**config.mk**
```make
export PLATFORM = sky130hd
export DESIGN_NAME = sign_restore
export DESIGN_NICKNAME = d
export VERILOG_FILES = /design/src/rtl/sign_restore.sv
export SDC_FILE = /design/constraint.sdc
export NUM_CORES = 1
export LEC_CHECK = 0
export CORE_MARGIN = 1.5
export CORE_UTILIZATION = 48
export DETAILED_ROUTE_END_ITERATION = 6
export PLACE_DENSITY_LB_ADDON = 0.08
export SLEW_MARGIN = 20
export SYNTH_ARGS = -nofsm -noshare
export SYNTH_HDL_FRONTEND = slang
export SYNTH_SLANG_ARGS = --single-unit
```
**constraint.sdc**
```tcl
create_clock -name clk -period 3.1 [get_ports clk]
set_input_delay 0.62 -clock clk [delete_from_list [all_inputs] [get_ports clk]]
set_output_delay 0.62 -clock clk [all_outputs]
set_load 0.005 [all_outputs]
```
**src/rtl/sign_restore.sv**
```systemverilog
// Sign-restoration stage: queues the sign of each signed sample and re-applies it,
// with saturation, to the matching unsigned magnitude when it returns.
module sign_restore #(
  parameter int WIDTH = 12,
  parameter int DEPTH = 8
) (
  input  logic                     clk,
  input  logic                     rst_n,
  input  logic                     sgn_valid,
  input  logic [WIDTH-1:0]         sgn_in,
  output logic                     sgn_ready,
  input  logic                     mag_valid,
  input  logic [WIDTH-1:0]         mag_in,
  output logic                     mag_ready,
  output logic                     out_valid,
  output logic [WIDTH-1:0]         out_data,
  output logic                     out_sat,
  output logic [$clog2(DEPTH):0]   count,
  input  logic                     clr_err,
  output logic                     overflow,
  output logic                     underflow
);

  localparam int AW = $clog2(DEPTH);
  localparam logic [AW:0]      FULL_CNT = (AW+1)'(DEPTH);
  localparam logic [AW:0]      CNT_ONE  = (AW+1)'(1);
  localparam logic [AW-1:0]    PTR_ONE  = AW'(1);
  localparam logic [WIDTH-1:0] DATA_ONE = WIDTH'(1);
  localparam logic [WIDTH-1:0] MAX_POS  = {1'b0, {(WIDTH-1){1'b1}}};
  localparam logic [WIDTH-1:0] MIN_NEG  = {1'b1, {(WIDTH-1){1'b0}}};

  logic          sign_mem [DEPTH];
  logic [AW-1:0] wr_ptr;
  logic [AW-1:0] rd_ptr;
  logic          push;
  logic          pop;
  logic          pop_sign;
  logic [WIDTH-1:0] res_data;
  logic          res_sat;

  assign sgn_ready = (count != FULL_CNT);
  assign mag_ready = (count != '0);
  assign push      = sgn_valid && sgn_ready;
  assign pop       = mag_valid && mag_ready;

  // Sign storage carries no reset; only entries between the pointers are meaningful.
  always_ff @(posedge clk) begin
    if (push) begin
      sign_mem[wr_ptr] <= sgn_in[WIDTH-1];
    end
  end

  always_ff @(posedge clk or negedge rst_n) begin
    if (!rst_n) begin
      wr_ptr <= '0;
      rd_ptr <= '0;
      count  <= '0;
    end else begin
      if (push) wr_ptr <= wr_ptr + PTR_ONE;
      if (pop)  rd_ptr <= rd_ptr + PTR_ONE;
      case ({push, pop})
        2'b10:   count <= count + CNT_ONE;
        2'b01:   count <= count - CNT_ONE;
        default: count <= count;
      endcase
    end
  end

  // Negative results may reach MIN_NEG exactly; positive ones stop at MAX_POS.
  always_comb begin
    pop_sign = sign_mem[rd_ptr];
    res_data = mag_in;
    res_sat  = 1'b0;
    if (!pop_sign) begin
      if (mag_in > MAX_POS) begin
        res_data = MAX_POS;
        res_sat  = 1'b1;
      end
    end else if (mag_in > MIN_NEG) begin
      res_data = MIN_NEG;
      res_sat  = 1'b1;
    end else begin
      res_data = ~mag_in + DATA_ONE;
    end
  end

  always_ff @(posedge clk or negedge rst_n) begin
    if (!rst_n) begin
      out_valid <= 1'b0;
      out_data  <= '0;
      out_sat   <= 1'b0;
    end else begin
      out_valid <= pop;
      if (pop) begin
        out_data <= res_data;
        out_sat  <= res_sat;
      end
    end
  end

  // A fresh error in the same cycle as clr_err keeps the flag set.
  always_ff @(posedge clk or negedge rst_n) begin
    if (!rst_n) begin
      overflow  <= 1'b0;
      underflow <= 1'b0;
    end else begin
      if (sgn_valid && !sgn_ready) overflow <= 1'b1;
      else if (clr_err)            overflow <= 1'b0;
      if (mag_valid && !mag_ready) underflow <= 1'b1;
      else if (clr_err)            underflow <= 1'b0;
    end
  end

endmodule

```
* Word level (Yosys, flattened, before mapping)
Memory sizes are Yosys's and may differ from the RTL's. Index checks and enable logic that the tools add are counted.
Storage, ports and cells: register bits 26, memory bits (writable) 8, input bits 29, output and inout port bits 22, logic and storage cells 42, memories 1
Memories:
- sign_mem | depth 8, width 1, rd ports 1, clocked after memory_dff 0, wr ports 1, RTL line 32 | logic sign_mem [DEPTH];
Operators by class: $add $sub $neg 5, order comparisons 2, eq/ne operators 3, multiplexer cells 12, bitwise logic cells 1, reduce and logical (&&, ||, !) cells 10
Operators with widths (number):
- $mux W12 | 3
- $add A12 B1 Y12 const B | 1
- $gt A12 B11 Y1 const B | 1
- $gt A12 B12 Y1 const B | 1
- $not A12 Y12 | 1
- $mux W1 | 8
- $pmux W4 S2 | 1
- $add A3 B1 Y3 const B | 2
- $reduce_bool A2 Y1 | 3
- $add A4 B1 Y4 const B | 1
- $logic_and A1 B1 Y1 | 4
- $ne A4 B4 Y1 const B | 1
- $reduce_bool A4 Y1 | 1
- $sub A4 B1 Y4 const B | 1
- $eq A2 B1 Y1 const B | 1
- $eq A2 B2 Y1 const B | 1
- $logic_not A1 Y1 | 2

* Depth between registers and ports, before layout
depth after elaboration 4, mapped depth 10, gate-level depth less buffers 10

* Worst setup path before layout
Ideal clock, no wire load.
path kind reg2reg, start point register count[1], end point register count[2], arrival 2396 ps, setup slack 577 ps, stages on the path, launching flop included 11, period minus slack after synthesis 2523 ps, cell sequence dfrtp_1 or4_1 nand2_1 inv_2 ha_1 xor2_1 ha_1 a21oi_1 xor2_1 nor2_1 xor2_1
Between the ends: cells in the longest elaborated chain, start to end 4, elaborated cells between the ends (all ways) 10, those cells by class add/sub (2); eq/ne (3); mux (1); reduce/logical (4)
RTL lines:
- start: declaration | RTL line 18 | output logic [$clog2(DEPTH):0] count,
- start signal: assignment | RTL line 62 | 2'b10: count <= count + CNT_ONE;
- start signal: assignment | RTL line 63 | 2'b01: count <= count - CNT_ONE;
- start signal: assignment | RTL line 64 | default: count <= count;
- $reduce_bool A4 Y1 * | RTL line 42 | assign mag_ready = (count != '0);
- via mag_ready | RTL line 14 | output logic mag_ready,
- $logic_and A1 B1 Y1 * | RTL line 44 | assign pop = mag_valid && mag_ready;
- via pop | RTL line 36 | logic pop;
- $eq A2 B1 Y1 / $eq A2 B2 Y1 (equally long branches) | RTL line 61 | case ({push, pop})
- $pmux W4 S2 / $reduce_bool A2 Y1 (equally long branches)
Mark *: on every way through the listed nets, which the timed path passes. The rest lies on a longest branch. A chain may end at the register's enable or synchronous reset.

* Final worst setup path
start point input mag_in[1], end point register out_data[7]
Between the ends: cells in the longest elaborated chain, start to end 4, elaborated cells between the ends (all ways) 7, those cells by class add/sub (1); order compare (2); mux (3); bitwise (1)
RTL lines:
- start: declaration | RTL line 13 | input logic [WIDTH-1:0] mag_in,
- $not A12 Y12 | RTL line 83 | res_data = ~mag_in + DATA_ONE;
- $add A12 B1 Y12 | RTL line 83
- $mux W12 | RTL line 79 | end else if (mag_in > MIN_NEG) begin
- $mux W12 * | RTL line 74 | if (!pop_sign) begin
- end signal: assignment | RTL line 95 | out_data <= res_data;
- end: declaration | RTL line 16 | output logic [WIDTH-1:0] out_data,
Mark *: on every way between the ends. The rest lies on a longest branch, timed or not.

==> flow_summary.toml <==
[global_routing]
grt_start_max_net_pins = 27
met3_usage_pct = 6.42
grt_pass1_vias = 1463
globalRoute.busiestLayer = "met2"
met2_usage_pct = 36.2
grt_first_pass_wirelength_mm = 6.38
use_met1_pct = 21.3
grt_usage_pct = 20.2
grt_antenna_before_repair = 0
gr-total-overflow = 0

[cts]
clkSinkCount = 34
clock_latency_ns = 0.29
cts_tree = "done"
cts_resized = 0
clockBufferDepth = 2
numCtsBuffers = 5
postCtsSetupRepairBufs = 0
ctsHoldBuffers = 0
htree_levels = 2
cts.clk_slew.worst_paths_ns = 0.07
cts_root_buf = "clkbuf_8"

[timing]
rsz0062_at_grt = "false"
hold_slack_ns = 0.478
slew_viol_final = 0
worst_slew_pin_slew_ns = 0.571
setup_viol_count_final = 0
slew-limit-headroom_pct = 61.8
post-route-period-util_pct = 85.7
max_clock_freq_mhz = 377
period_minus_slack_ns = 2.66
timing_hold_violations_final = 0
finalClockSkew_ns = 0.00395
tns_ns = 0

[layout]
areaGrowthSynthToFinish_pct = 32.3
drive_above_1_share_pct = 10.9
diodes = 0
layout.cells.most_common = "clkdlybuf4s50_1"
most-common-layout-cells = "clkdlybuf4s50_1, dfrtp_1, nand2_1"
nNetsFinal = 255

[critical_path]
rr_endpoint = "count[2]"
crit_type = "input pin to register"
cp_max_fo = 4
r2r_setup_slack_ns = 0.51
worst_ep_arrival_time_ns = 2.86
worstPathRequired_ns = 3.30
reg2reg_depth = 10
endpoint_kind = "register"
r2r-start = "count[1]"
cp-start-kind = "input pin"

[route]
ant_nets = 0
drc = 0
drt_wl_total_mm = 3.77
wl_per_cell_microns = 14.0
num_vias = 1507
vias_per_cell = 5.60
drt-initial-drc-count = 110
drtPass1Iterations = 4

[synthesis]
synth-simple-area-share_pct = 18.9
synth-edff-count = 8
synth_nets = 211
synth_top_family_by_area = "simple AND/OR/NAND/NOR gates"
ys_seq_area_share_pct = 48.8
yosys_register_bits = 34
synth_cells = 176
synth_compound_area_share_pct = 16.7
ys.flop_type = "dfrtp_1"
synthMuxAreaShare_pct = 4.66
syn_area_sq_um = 1820
synth_xor_area_share_pct = 4.32
ys_warn_count = 0
syn-mean-instance-area_sq_um = 10.4
synthAdderAreaFrac_pct = 4.12
async_flop_share_pct = 76.5
post_synth_num_cell_types = 44

[worst_hold_path]
worstHoldPathCells = 1
hold_end = "out_data[11]"
hold_path.startpoint = "out_data[11]"
worstHoldPathType = "register to register"

[die]
num_io_pins = 51
core_sq_um = 3660
fp.dieH_microns = 64.7
dieArea_sq_um = 4180
rows = 22
start_util_pct = 49.8
fp.dieW_microns = 64.7

[power_and_ir_drop]
p_leak_nw = 0.969
vdd_drop_max_mv = 0.523
p_per_area_nw_per_um2 = 916

[placed_design]
gp_congestion = 0.938
io_buffers = 39
hpwl_mm = 2.75

[outcome]
status = "complete, no violations"

[run]
maxCapViolCount = 0
how the worst max path moves through the flow:
stage	from	endpoint	slack, ns
2_1_floorplan	count[1]	count[2]	0.58
3_3_place_gp	mag_in[0]	out_data[7]	0.21
3_5_place_dp	mag_in[0]	out_data[7]	0.17
4_1_cts	mag_in[0]	out_data[7]	0.46
5_1_grt	count[1]	count[2]	0.35
6_report	mag_in[1]	out_data[7]	0.44
logic make-up (layout without fill, tap and decap cells):
logic type	after synthesis	after routing
xor gates and xnor gates	9	9
buffers and inverters	11	56
AOI/OAI and AO/OA	42	42
muxes	7	7
adders and majority gates	6	6
DFF	34	34
and+or+nand+nor	67	67
where the power goes:
group / internal (W) / leakage, nW / total (W) / switching [W]
Combinational: 0.000530 / 0.521 / 0.000916 / 0.000386
Sequential: 0.000637 / 0.379 / 0.000807 / 0.000169
Clock: 0.000322 / 0.0683 / 0.000489 / 0.000167
cell usage after synthesis, types with 2 or more instances:
| library cell | instances | share of area [%] |
|---|---|---|
| nor2_1 | 17 | 3.5 |
| a21o_2 | 3 | 1.4 |
| nor3_1 | 8 | 2.2 |
| or4_1 | 2 | 0.82 |
| nor3b_1 | 2 | 0.82 |
| inv_1 | 5 | 1.0 |
| ha_1 | 6 | 4.1 |
| o21ai_0 | 8 | 2.2 |
| a211oi_1 | 3 | 1.2 |
| o32ai_1 | 4 | 1.9 |
| dfrtp_1 | 26 | 36 |
| mux2_2 | 2 | 1.2 |
| nand2b_1 | 2 | 0.69 |
| edfxtp_1 | 8 | 13 |
| a21oi_1 | 11 | 3.0 |
| a31oi_1 | 3 | 1.0 |
| or3_1 | 3 | 1.0 |
| nor4_1 | 3 | 1.0 |
| nand2_1 | 18 | 3.7 |
| xnor2_1 | 5 | 2.4 |
| xor2_1 | 4 | 1.9 |
| nand3_1 | 5 | 1.4 |
| buf_2 | 2 | 0.55 |
| clkbuf_1 | 3 | 0.62 |
| mux2i_1 | 4 | 2.2 |
critical path: stages:
cell             delay (ns)
clkdlybuf4s50_1        0.46
inv_1                  0.09
ha_1                   0.19
or3b_4                 0.43
o41ai_4                0.39
nand2b_2               0.13
or3_1                  0.36
a31oi_1                0.19
metal layers:
| layer | wire length [microns] | part of all wire [%] |
|---|---|---|
| met5 | 0 | 0 |
| met2 | 1840 | 49 |
| met3 | 221 | 5.9 |
| met4 | 70 | 1.9 |
| met1 | 1640 | 43 |
sequential cells by signal, indices dropped and copies added, names as in the netlist:
name,count
out_data,12
underflow,1
count,4
sign_mem,8
rd_ptr,3
out_valid,1
out_sat,1
wr_ptr,3
overflow,1
metrics by stage:
step                      cell area, sq um  power (W)  std cells  util (%)  setup slack [ns]
after floorplan                       1820    0.00133        176         -             0.577
after global placement                2280    0.00170        261      62.2             0.210
after detailed placement              2280    0.00174        261      62.2             0.173
after CTS                             2410    0.00224        269      65.9             0.461
after global routing                  2410    0.00237        269      65.9             0.345
final                                 2410    0.00221        269      65.9             0.444
layout make-up:
class | instances | area, sq um
fill | 306 | 1250
sequential | 34 | 891
multi-input combinational | 131 | 890
timing repair buffer | 42 | 413
clock buffer | 5 | 68.8
clock inverter | 3 | 68.8
tap | 48 | 60.1
inverter | 6 | 22.5
Power figures use the tool's default switching activity.
